`src/rtl/gray_counter_param.sv`:
```
// Parametrised Gray-code counter with up/down, parallel load, wrap/saturate,
// sticky overflow/underflow flags, a terminal-count pulse and a binary mirror.
module gray_counter_param #(
    parameter int unsigned WIDTH    = 3,
    parameter bit          SATURATE = 1'b0
) (
    input  logic             Clk,
    input  logic             Reset,
    input  logic             En,
    input  logic             Dir,
    input  logic             Load,
    input  logic [WIDTH-1:0] LoadVal,
    input  logic             ClrFlag,
    output logic [WIDTH-1:0] Output,
    output logic [WIDTH-1:0] BinOut,
    output logic             Overflow,
    output logic             Underflow,
    output logic             Carry
);

    localparam logic [WIDTH-1:0] CntMax = {WIDTH{1'b1}};
    localparam logic [WIDTH-1:0] CntOne = {{(WIDTH-1){1'b0}}, 1'b1};

    logic [WIDTH-1:0] r_cnt;
    logic             r_ovf;
    logic             r_unf;
    logic             r_carry;

    logic [WIDTH-1:0] w_load_bin;
    logic [WIDTH-1:0] w_cnt_nxt;
    logic             w_at_max;
    logic             w_at_zero;
    logic             w_ovf_evt;
    logic             w_unf_evt;

    // Binary bit i is the XOR of all Gray bits at or above i.
    always_comb begin
        w_load_bin = '0;
        for (int i = 0; i < int'(WIDTH); i++) begin
            w_load_bin[i] = ^(LoadVal >> i);
        end
    end

    assign w_at_max  = (r_cnt == CntMax);
    assign w_at_zero = (r_cnt == '0);
    assign w_ovf_evt = En && !Load && !Dir && w_at_max;
    assign w_unf_evt = En && !Load && Dir && w_at_zero;

    always_comb begin
        w_cnt_nxt = r_cnt;
        if (Load) begin
            w_cnt_nxt = w_load_bin;
        end else if (En) begin
            if (!Dir) begin
                if (!w_at_max) begin
                    w_cnt_nxt = r_cnt + CntOne;
                end else if (!SATURATE) begin
                    w_cnt_nxt = '0;
                end
            end else begin
                if (!w_at_zero) begin
                    w_cnt_nxt = r_cnt - CntOne;
                end else if (!SATURATE) begin
                    w_cnt_nxt = CntMax;
                end
            end
        end
    end

    // A terminal event in the same cycle as ClrFlag keeps its own flag set.
    always_ff @(posedge Clk) begin
        if (Reset) begin
            r_cnt   <= '0;
            r_ovf   <= 1'b0;
            r_unf   <= 1'b0;
            r_carry <= 1'b0;
        end else begin
            r_cnt   <= w_cnt_nxt;
            r_ovf   <= w_ovf_evt || (r_ovf && !ClrFlag);
            r_unf   <= w_unf_evt || (r_unf && !ClrFlag);
            r_carry <= w_ovf_evt || w_unf_evt;
        end
    end

    assign Output    = r_cnt ^ (r_cnt >> 1);
    assign BinOut    = r_cnt;
    assign Overflow  = r_ovf;
    assign Underflow = r_unf;
    assign Carry     = r_carry;

endmodule

```
`config.mk`:
```
export PLATFORM = sky130hd
export DESIGN_NAME = gray_counter_param
export DESIGN_NICKNAME = d
export VERILOG_FILES = /design/src/rtl/gray_counter_param.sv
export SDC_FILE = /design/constraint.sdc
export NUM_CORES = 1
export LEC_CHECK = 0
export CAP_MARGIN = 5
export CORE_AREA = 10 10 47 49
export CTS_BUF_LIST = sky130_fd_sc_hd__clkbuf_4
export DETAILED_ROUTE_END_ITERATION = 12
export DIE_AREA = 0 0 57 59
export REMOVE_ABC_BUFFERS = 1
export SKIP_LAST_GASP = 1
export SYNTH_ARGS = -nofsm -noshare
export SYNTH_HDL_FRONTEND = slang
export SYNTH_SLANG_ARGS = --single-unit
```
`constraint.sdc`:
```
create_clock -name Clk -period 2.3 [get_ports Clk]
set_clock_uncertainty 0.2 [all_clocks]
set_input_delay 0.69 -clock Clk [delete_from_list [all_inputs] [get_ports Clk]]
set_output_delay 0.69 -clock Clk [all_outputs]
set_load 0.1 [all_outputs]
```
# Yosys cells after proc, flatten, opt, wreduce, memory -nomap -nowiden
# Cells that the tools add are included.
[totals]
ff_bits = 6
input_bits = 9
out_inout_bits = 9
wordCells = 31
[classes]
addsub = 2
n_eq_ne = 1
n_mux = 5
n_bitwise = 1
n_reduce_logical = 18
[ops]
columns = ["cell", "count"]
rows = [
  ["3-bit 2-to-1 mux", 5],
  ["3-bit parity", 3],
  ["1-bit logical AND", 7],
  ["3-bit by 1-bit adder with 3-bit output, second input constant", 1],
  ["3-bit == test, second input constant", 1],
  ["1-bit logical NOT", 3],
  ["3-bit logical NOT", 1],
  ["1-bit logical OR", 3],
  ["3-bit by 1-bit subtractor with 3-bit output, second input constant", 1],
  ["3-bit by 2-bit XOR with 3-bit output", 1],
  ["2-bit nonzero test", 1],
]

# Logic depth before layout (Yosys ltp)
# Gate-level depths: netlist (run 1).
[logic_depth]
word_depth = 5
ltp_mapped = 5
depth_no_buf = 5

# Worst setup path after synthesis (run 1)
# Ideal clock, no wire load.
[synth_path]
path_kind = "flip-flop to output port"
start = "reg r_cnt[2], in the netlist BinOut[2]"
end = "out Output[1]"
arrival_time_ns = 2.533
required_time_ns = 1.410
path_slack_ns = -1.123
stages_incl_launch_ff = 2
n_path_buf = 0
cell_sequence = "dfxtp_1 -> xor2_1"
[synth_between]
elab_chain_len = 1
[synth_lines]
columns = ["item", "line_no", "source"]
rows = [
  ["start: declaration", "24", "logic [WIDTH-1:0] r_cnt;"],
  ["start signal: assignment", "78", "r_cnt <= w_cnt_nxt;"],
  ["3-bit by 2-bit XOR with 3-bit output", "85", "assign Output = r_cnt ^ (r_cnt >> 1);"],
  ["end: declaration", "14", "output logic [WIDTH-1:0] Output,"],
]
# Every way passes these cells.

# Worst setup path after layout (run 1)
[layout_path]
start = "reg r_cnt[0], in the netlist BinOut[0]"
end = "out Output[0]"
# The elaborated chain is that of the path after synthesis.

==> impl_summary.log, run 1 <==
[metrics] setup fix buffers added after clock tree synthesis: 0
[metrics] Post-route DRC: 0
[metrics] worst slack on hold paths: around 0.35 ns
[metrics] final clock period utilization by the worst path: between 90% and 100%
[metrics] global-route wire length before repair: approximately 1800 um
[metrics] vias in the first global route: 383
[metrics] worst-case reg-to-reg path depth: 5
[metrics] Critical Path End Type: output pin
[metrics] fraction of the mapped netlist area in compound gates: 19.9%
[metrics] total setup violations reported at the end of the flow: 0
[metrics] WP data required: between 1 and 1.5 ns
[metrics] worst flop-to-flop path startpoint: BinOut[0]
[metrics] total global routing overflow: 0
[metrics] unrepaired setup endpoints after global routing: false
[metrics] count of pins on the block boundary: 18
[metrics] largest family of logic cells by synthesized area: simple AND/OR/NAND/NOR gates
[metrics] type of the setup path with the least slack: reg -> out
[metrics] area share of fa/ha/maj cells after synthesis: between 10% and 20%
[metrics] leading register cell type out of synthesis: dfxtp_1
[metrics] start point of the worst min-delay path: Underflow
[metrics] cell class contributing the biggest share of worst-path delay: flip-flops
[metrics] fraction of final layout cells sized beyond drive strength 1: 28.6%
[metrics] library cells used by synthesis: 23
[metrics] top cell type by total area after synthesis: dfxtp_1
[metrics] cts bufs inserted: 3
[metrics] post-detailed-route via-to-cell ratio: 4.80
[metrics] vias after detailed routing: 379
[metrics] CTS tree: built
[metrics] number of nets at the end of the flow: 78
[metrics] slack of the worst reg-to-reg path: ~0.4 ns
[metrics] commonest non-fill, non-tap cell in the layout: buf_12
[metrics] drt first-iter violations: 2
[metrics] portion of netlist area occupied by mux cells: about 2.6%
[metrics] worst slack at placement: 0.0551 ns
[metrics] final cell area excluding filler cells: 702 um^2
[metrics] Die Footprint: approximately 0.0034 mm^2
[metrics] fin worst setup slack: ~0.15 ns
[metrics] clock latency on the worst-skew pair: around 0.24 ns
[metrics] crit path buf inv count: 2
[metrics] number of flops mapped to enable cells by yosys: 0
[metrics] post-route ant nets: 0
[metrics] series of cell instances along the critical path: inv_1 > ha_1 > buf_12
[metrics] clk sinks: 6
[metrics] clock edge transition at the registers on the reported setup and hold paths: 0.04 ns
[metrics] worst flop-to-flop path endpoint: BinOut[1]
[metrics] Clock H-tree levels: 1
[metrics] horizontal die dimension: 57 um
[metrics] First-pass DRT Iterations: 2
[metrics] maximum achievable frequency: between 0.4 and 0.5 GHz
[metrics] DIE HEIGHT: ~59 um
[metrics] Clk Tree Root Cell: clkbuf_4
[metrics] Placer Congestion: between 0.7 and 0.8
[metrics] post-layout utilization of the core: 50.1%
[metrics] count of yosys warnings during synthesis: 0
[metrics] Post-Synth Simple-Gate Area: a little over a fifth
[metrics] Bufs on Longest Clock Path: 2
[metrics] max-slew violations: 0
[metrics] number of antenna violations at the first check in global routing: 0
[metrics] average detailed-routed wire length per instance: 12.7 um
[metrics] post-synthesis share of cell area spent on xor and xnor gates: a little under 7%
[metrics] main area contributors after synthesis: dfxtp_1 (31%), ha_1 (13%), a311o_1 (5.1%)
[metrics] WHS Path Cells: 2
[metrics] initial core utilization: between 20% and 30%
[metrics] commonest cells after routing, fill and taps aside: buf_12 (9), clkdlybuf4s50_1 (8), dfxtp_1 (4), inv_1 (4), ha_1 (4)
[metrics] fraction of post-synthesis cell area in the top cell type by area: 30.9%
[metrics] combined global-route utilization of all metal layers: under 10%
[metrics] count of standard-cell rows: 14
[metrics] total power: 0.452 mW
[metrics] share of async-settable or async-resettable flops after synthesis: 0%
[metrics] Core ar.: approximately 0.0014 mm^2
[metrics] Netlist Area Pre-Place: 389 um^2
[metrics] data arrival time of the worst path: ~1.3 ns
[metrics] largest net degree at the start of global routing: 8
[metrics] total of flip-flops plus latches after synthesis: 6
[metrics] average cell area after synthesis: 9.26 um^2
[metrics] Placed Area: roughly 680 um^2
[metrics] class of the worst hold path: reg -> reg
[metrics] Worst slew margin: between 70% and 80%
[metrics] IR drop worst, VDD: roughly 0.33 mV
[metrics] area growth from synthesis to layout: 80.4%
[metrics] input/output buffers: 17
[metrics] fraction of met1 tracks used by global routing: slightly above 7%
[metrics] run status: finished, final reports clean
[metrics] global-route met3 utilization: 5.15%
[metrics] P_leak: roughly 0.29 nW
[metrics] max-cap violations: 0
[metrics] minimum clock period: roughly 2.1 ns
[metrics] final wirelength: about 1000 um
[metrics] hold-critical path endpoint: Underflow
[metrics] Startpoint Class: flop
[metrics] maximum fanout along the worst path: 5
[metrics] sequential share of the synthesized area: a little under a third
[metrics] met2 demand-to-capacity share in global routing: 8.99%
[metrics] Tightest Pin Transition: ~0.35 ns
[metrics] antenna fix cells: 0
[metrics] longest individual stage delay on the worst path: roughly 0.4 ns
[metrics] Hold Vio Cnt, Final: 0
[metrics] gr busiest metal: met2
[metrics] cell count after synthesis: 42
[metrics] P per Cell Area: between 600 and 700 mW/mm^2
[metrics] Slowest cell on crit path: dfxtp_2
==> cell families (layout without fill, tap and decap cells) <==
kind of cell | count (synthesis) | in the layout
flops | 6 | 6
compound gates | 9 | 9
simple gates | 14 | 14
fa+ha+maj | 4 | 4
mux | 1 | 1
buf+inv | 5 | 26
xor+xnor | 3 | 3
==> layout make-up <==
class	instances	area [um^2]
Clock buffer	3	22.5
Fill cell	146	699
Inverter	4	15.0
Multi-Input combinational cell	31	246
Sequential cell	6	123
Tap cell	16	20.0
Timing Repair Buffer	19	275
==> synthesized netlist by cell type, types with 2 or more instances <==
| library cell | number |
|---|---|
| a2bb2oi_1 | 2 |
| nand2b_1 | 3 |
| nor2_1 | 3 |
| dfxtp_1 | 6 |
| inv_1 | 4 |
| nand2_1 | 2 |
| xor2_1 | 2 |
| ha_1 | 4 |
| a311o_1 | 2 |
==> layer usage <==
layer | part of all wire, % | routed length [um]
met1 | 41 | 415
met2 | 44 | 443
met3 | 12 | 124
met4 | 1.9 | 19
met5 | 0 | 0
==> registers in the layout, indices dropped and copies added (netlist names) <==
register	flops
BinOut	3
Carry	1
Overflow	1
Underflow	1
==> power by group <==
part           total, mW  switching (mW)  internal [mW]
Sequential         0.123          0.0115          0.111
Combinational      0.234           0.142         0.0922
Clock             0.0949          0.0360         0.0589
Total              0.452           0.189          0.262
==> worst min-delay path, cell delays in order (launching register included) <==
cell       delay, ns
dfxtp_1         0.33
a2bb2oi_1       0.13
nor2_1          0.04
==> what timing repair did <==
item,in CTS,in global routing
hold buffers,0,0
resized for setup,0,2
endpoints found under the setup margin,0,1
==> worst max-delay path by stage <==
stage | to | depth (start not counted) | startpoint
final | Output[0] | 3 | BinOut[0]
after global routing | Output[0] | 3 | BinOut[1]
after CTS | Output[0] | 3 | BinOut[1]
after detailed placement | BinOut[1] | 4 | Dir
after global placement | BinOut[1] | 4 | Dir
after floorplan | Output[1] | 1 | BinOut[2]
==> stage by stage <==
step                std cells  setup TNS, ns
global placement           76              0
global route               79              0
floorplan                  41          -5.35
detailed placement         76              0
finish                     79              0
CTS                        79              0
(Power assumes the default switching activity.)
==> inputs of run 2 (changes only) <==
- TNS_END_PERCENT: unset -> 100
==> results of run 2 <==
No change in the layout: final DEF, timing and power equal those of run 1.
==> inputs of run 3 (changes only) <==
- DONT_BUFFER_PORTS: unset -> 1
==> impl_summary.log, run 3 (synthesized netlist as in run 1, its figures left out) <==
[metrics] Die Footprint: between 0.003 and 0.004 mm^2
[metrics] initial core utilization: 27.8%
[metrics] max-cap violations: 0
[metrics] total setup violations reported at the end of the flow: 0
[metrics] P_leak: 0.222 nW
[metrics] antenna fix cells: 0
[metrics] clock edge transition at the registers on the reported setup and hold paths: approximately 0.050 ns
[metrics] Post-route DRC: 0
[metrics] post-route ant nets: 0
[metrics] Clock H-tree levels: 1
[metrics] count of standard-cell rows: 14
[metrics] total global routing overflow: 0
[metrics] count of pins on the block boundary: 18
[metrics] clock latency on the worst-skew pair: about 0.25 ns
[metrics] Hold Vio Cnt, Final: 0
[metrics] input/output buffers: 0
[metrics] clk sinks: 6
[metrics] vias after detailed routing: roughly 340
[metrics] commonest non-fill, non-tap cell in the layout: buf_4
[metrics] horizontal die dimension: between 50 and 60 um
[metrics] Tightest Pin Transition: ~0.55 ns
[metrics] largest net degree at the start of global routing: 8
[metrics] Critical Path End Type: output pin
[metrics] unrepaired setup endpoints after global routing: false
[metrics] combined global-route utilization of all metal layers: 6.13%
[metrics] global-route wire length before repair: 1610 um
[metrics] number of standard cells in the layout, taps in and fillers out: between 60 and 70
[metrics] final wirelength: about 1000 um
[metrics] data arrival time of the worst path: 1.29 ns
[metrics] Core ar.: 0.00140 mm^2
[metrics] maximum fanout along the worst path: 5
[metrics] commonest cells after routing, fill and taps aside: buf_4 (6), dfxtp_1 (5), inv_1 (4), ha_1 (4)
[metrics] final clock period utilization by the worst path: a little over nine tenths
[metrics] WP data required: around 1.4 ns
[metrics] hold-fix buffer count after cts: 0
[metrics] post-detailed-route via-to-cell ratio: ~5
[metrics] final-layout fill cell count: between 150 and 200
[metrics] number of nets at the end of the flow: 67
[metrics] maximum achievable frequency: 0.459 GHz
[metrics] area growth from synthesis to layout: 30.9%
[metrics] cts bufs inserted: 3
[metrics] CTS tree: built
[metrics] total power: between 0.4 and 0.5 mW
[metrics] Clk Tree Root Cell: clkbuf_4
[metrics] drt first-iter violations: 6
[metrics] max FFs per register: 3
[metrics] max-slew violations: 0
[metrics] P per Cell Area: ~790 mW/mm^2
[metrics] post-layout utilization of the core: a little over a third
[metrics] total half-perimeter wirelength after legalization and detailed placement: about 800 um
[metrics] Startpoint Class: flop
[metrics] number of antenna violations at the first check in global routing: 0
[metrics] average detailed-routed wire length per instance: about 15 um
[metrics] DIE HEIGHT: around 59 um
[metrics] run status: finished, final reports clean
[metrics] vias in the first global route: between 300 and 400
[metrics] minimum clock period: around 2.2 ns
[metrics] class of the worst hold path: reg -> reg
[metrics] type of the setup path with the least slack: reg -> out
[metrics] IR drop worst, VDD: roughly 0.41 mV
[metrics] Worst slew margin: 63.8%
[metrics] Bufs on Longest Clock Path: 2
[metrics] First-pass DRT Iterations: 4
[metrics] fraction of final layout cells sized beyond drive strength 1: 28.8%
[metrics] placed cell count: between 60 and 70
[metrics] Placer Congestion: between 0.7 and 0.8
[metrics] setup fix buffers added after clock tree synthesis: 0
[run 3: cell types whose count changed in the layout (fill, tap and decap cells not counted)]
cell,before,now
dfxtp_2,2,1
buf_4,2,6
buf_6,0,1
xor2_2,0,1
clkdlybuf4s50_1,8,0
buf_12,9,1
dfxtp_1,4,5
xor2_1,2,1
[run 3: routing by layer]
layer | part of all wire (%) | global-route usage (%)
met1 | 38 | 5.45
met2 | 50 | 10.5
met3 | 12 | 3.43
met4 | 0 | 4.03
met5 | 0 | 0
[run 3: critical path: stages, from the launching register on]
cell,delay (ns)
dfxtp_1,0.42
inv_1,0.09
ha_1,0.31
buf_6,0.23
[run 3: final timing paths]
check / cells past startpoint / endpoint / slack, ns / start
setup reg to reg: 6 / BinOut[1] / 0.32 / BinOut[1]
hold reg to reg: 2 / Overflow / 0.29 / Overflow
setup / recovery: 3 / Output[0] / 0.12 / BinOut[1]
hold / removal: 2 / Overflow / 0.29 / Overflow
[run 3: area by class of cell]
| class | instances | area (um^2) | area share, % |
|---|---|---|---|
| clock buffer | 3 | 22.5 | 4.42 |
| inverter | 4 | 15.0 | 2.95 |
| multi-input combinational | 31 | 254 | 49.9 |
| sequential | 6 | 121 | 23.8 |
| tap | 16 | 20.0 | 3.93 |
| timing repair buffer | 8 | 76.3 | 15.0 |
[run 3: report_power, final]
part           switching [mW]  internal, mW
Combinational           0.130        0.0511
Clock                  0.0415        0.0593
Sequential            0.00861         0.111
[run 3: what timing repair did]
item,CTS,global route
setup endpoints to repair,0,1
gates resized for setup,0,1
hold endpoints to repair,0,0
[run 3: stage by stage]
stage	setup TNS (ns)	setup slack, ns	cell area [um^2]	hold slack (ns)
2_1_floorplan	-5.35	-1.75	382	0.552
3_3_place_gp	0	0.300	483	0.283
3_5_place_dp	0	0.273	483	0.294
4_1_cts	0	0.0587	505	0.294
5_1_grt	0	0.0429	509	0.293
6_report	0	0.121	509	0.294
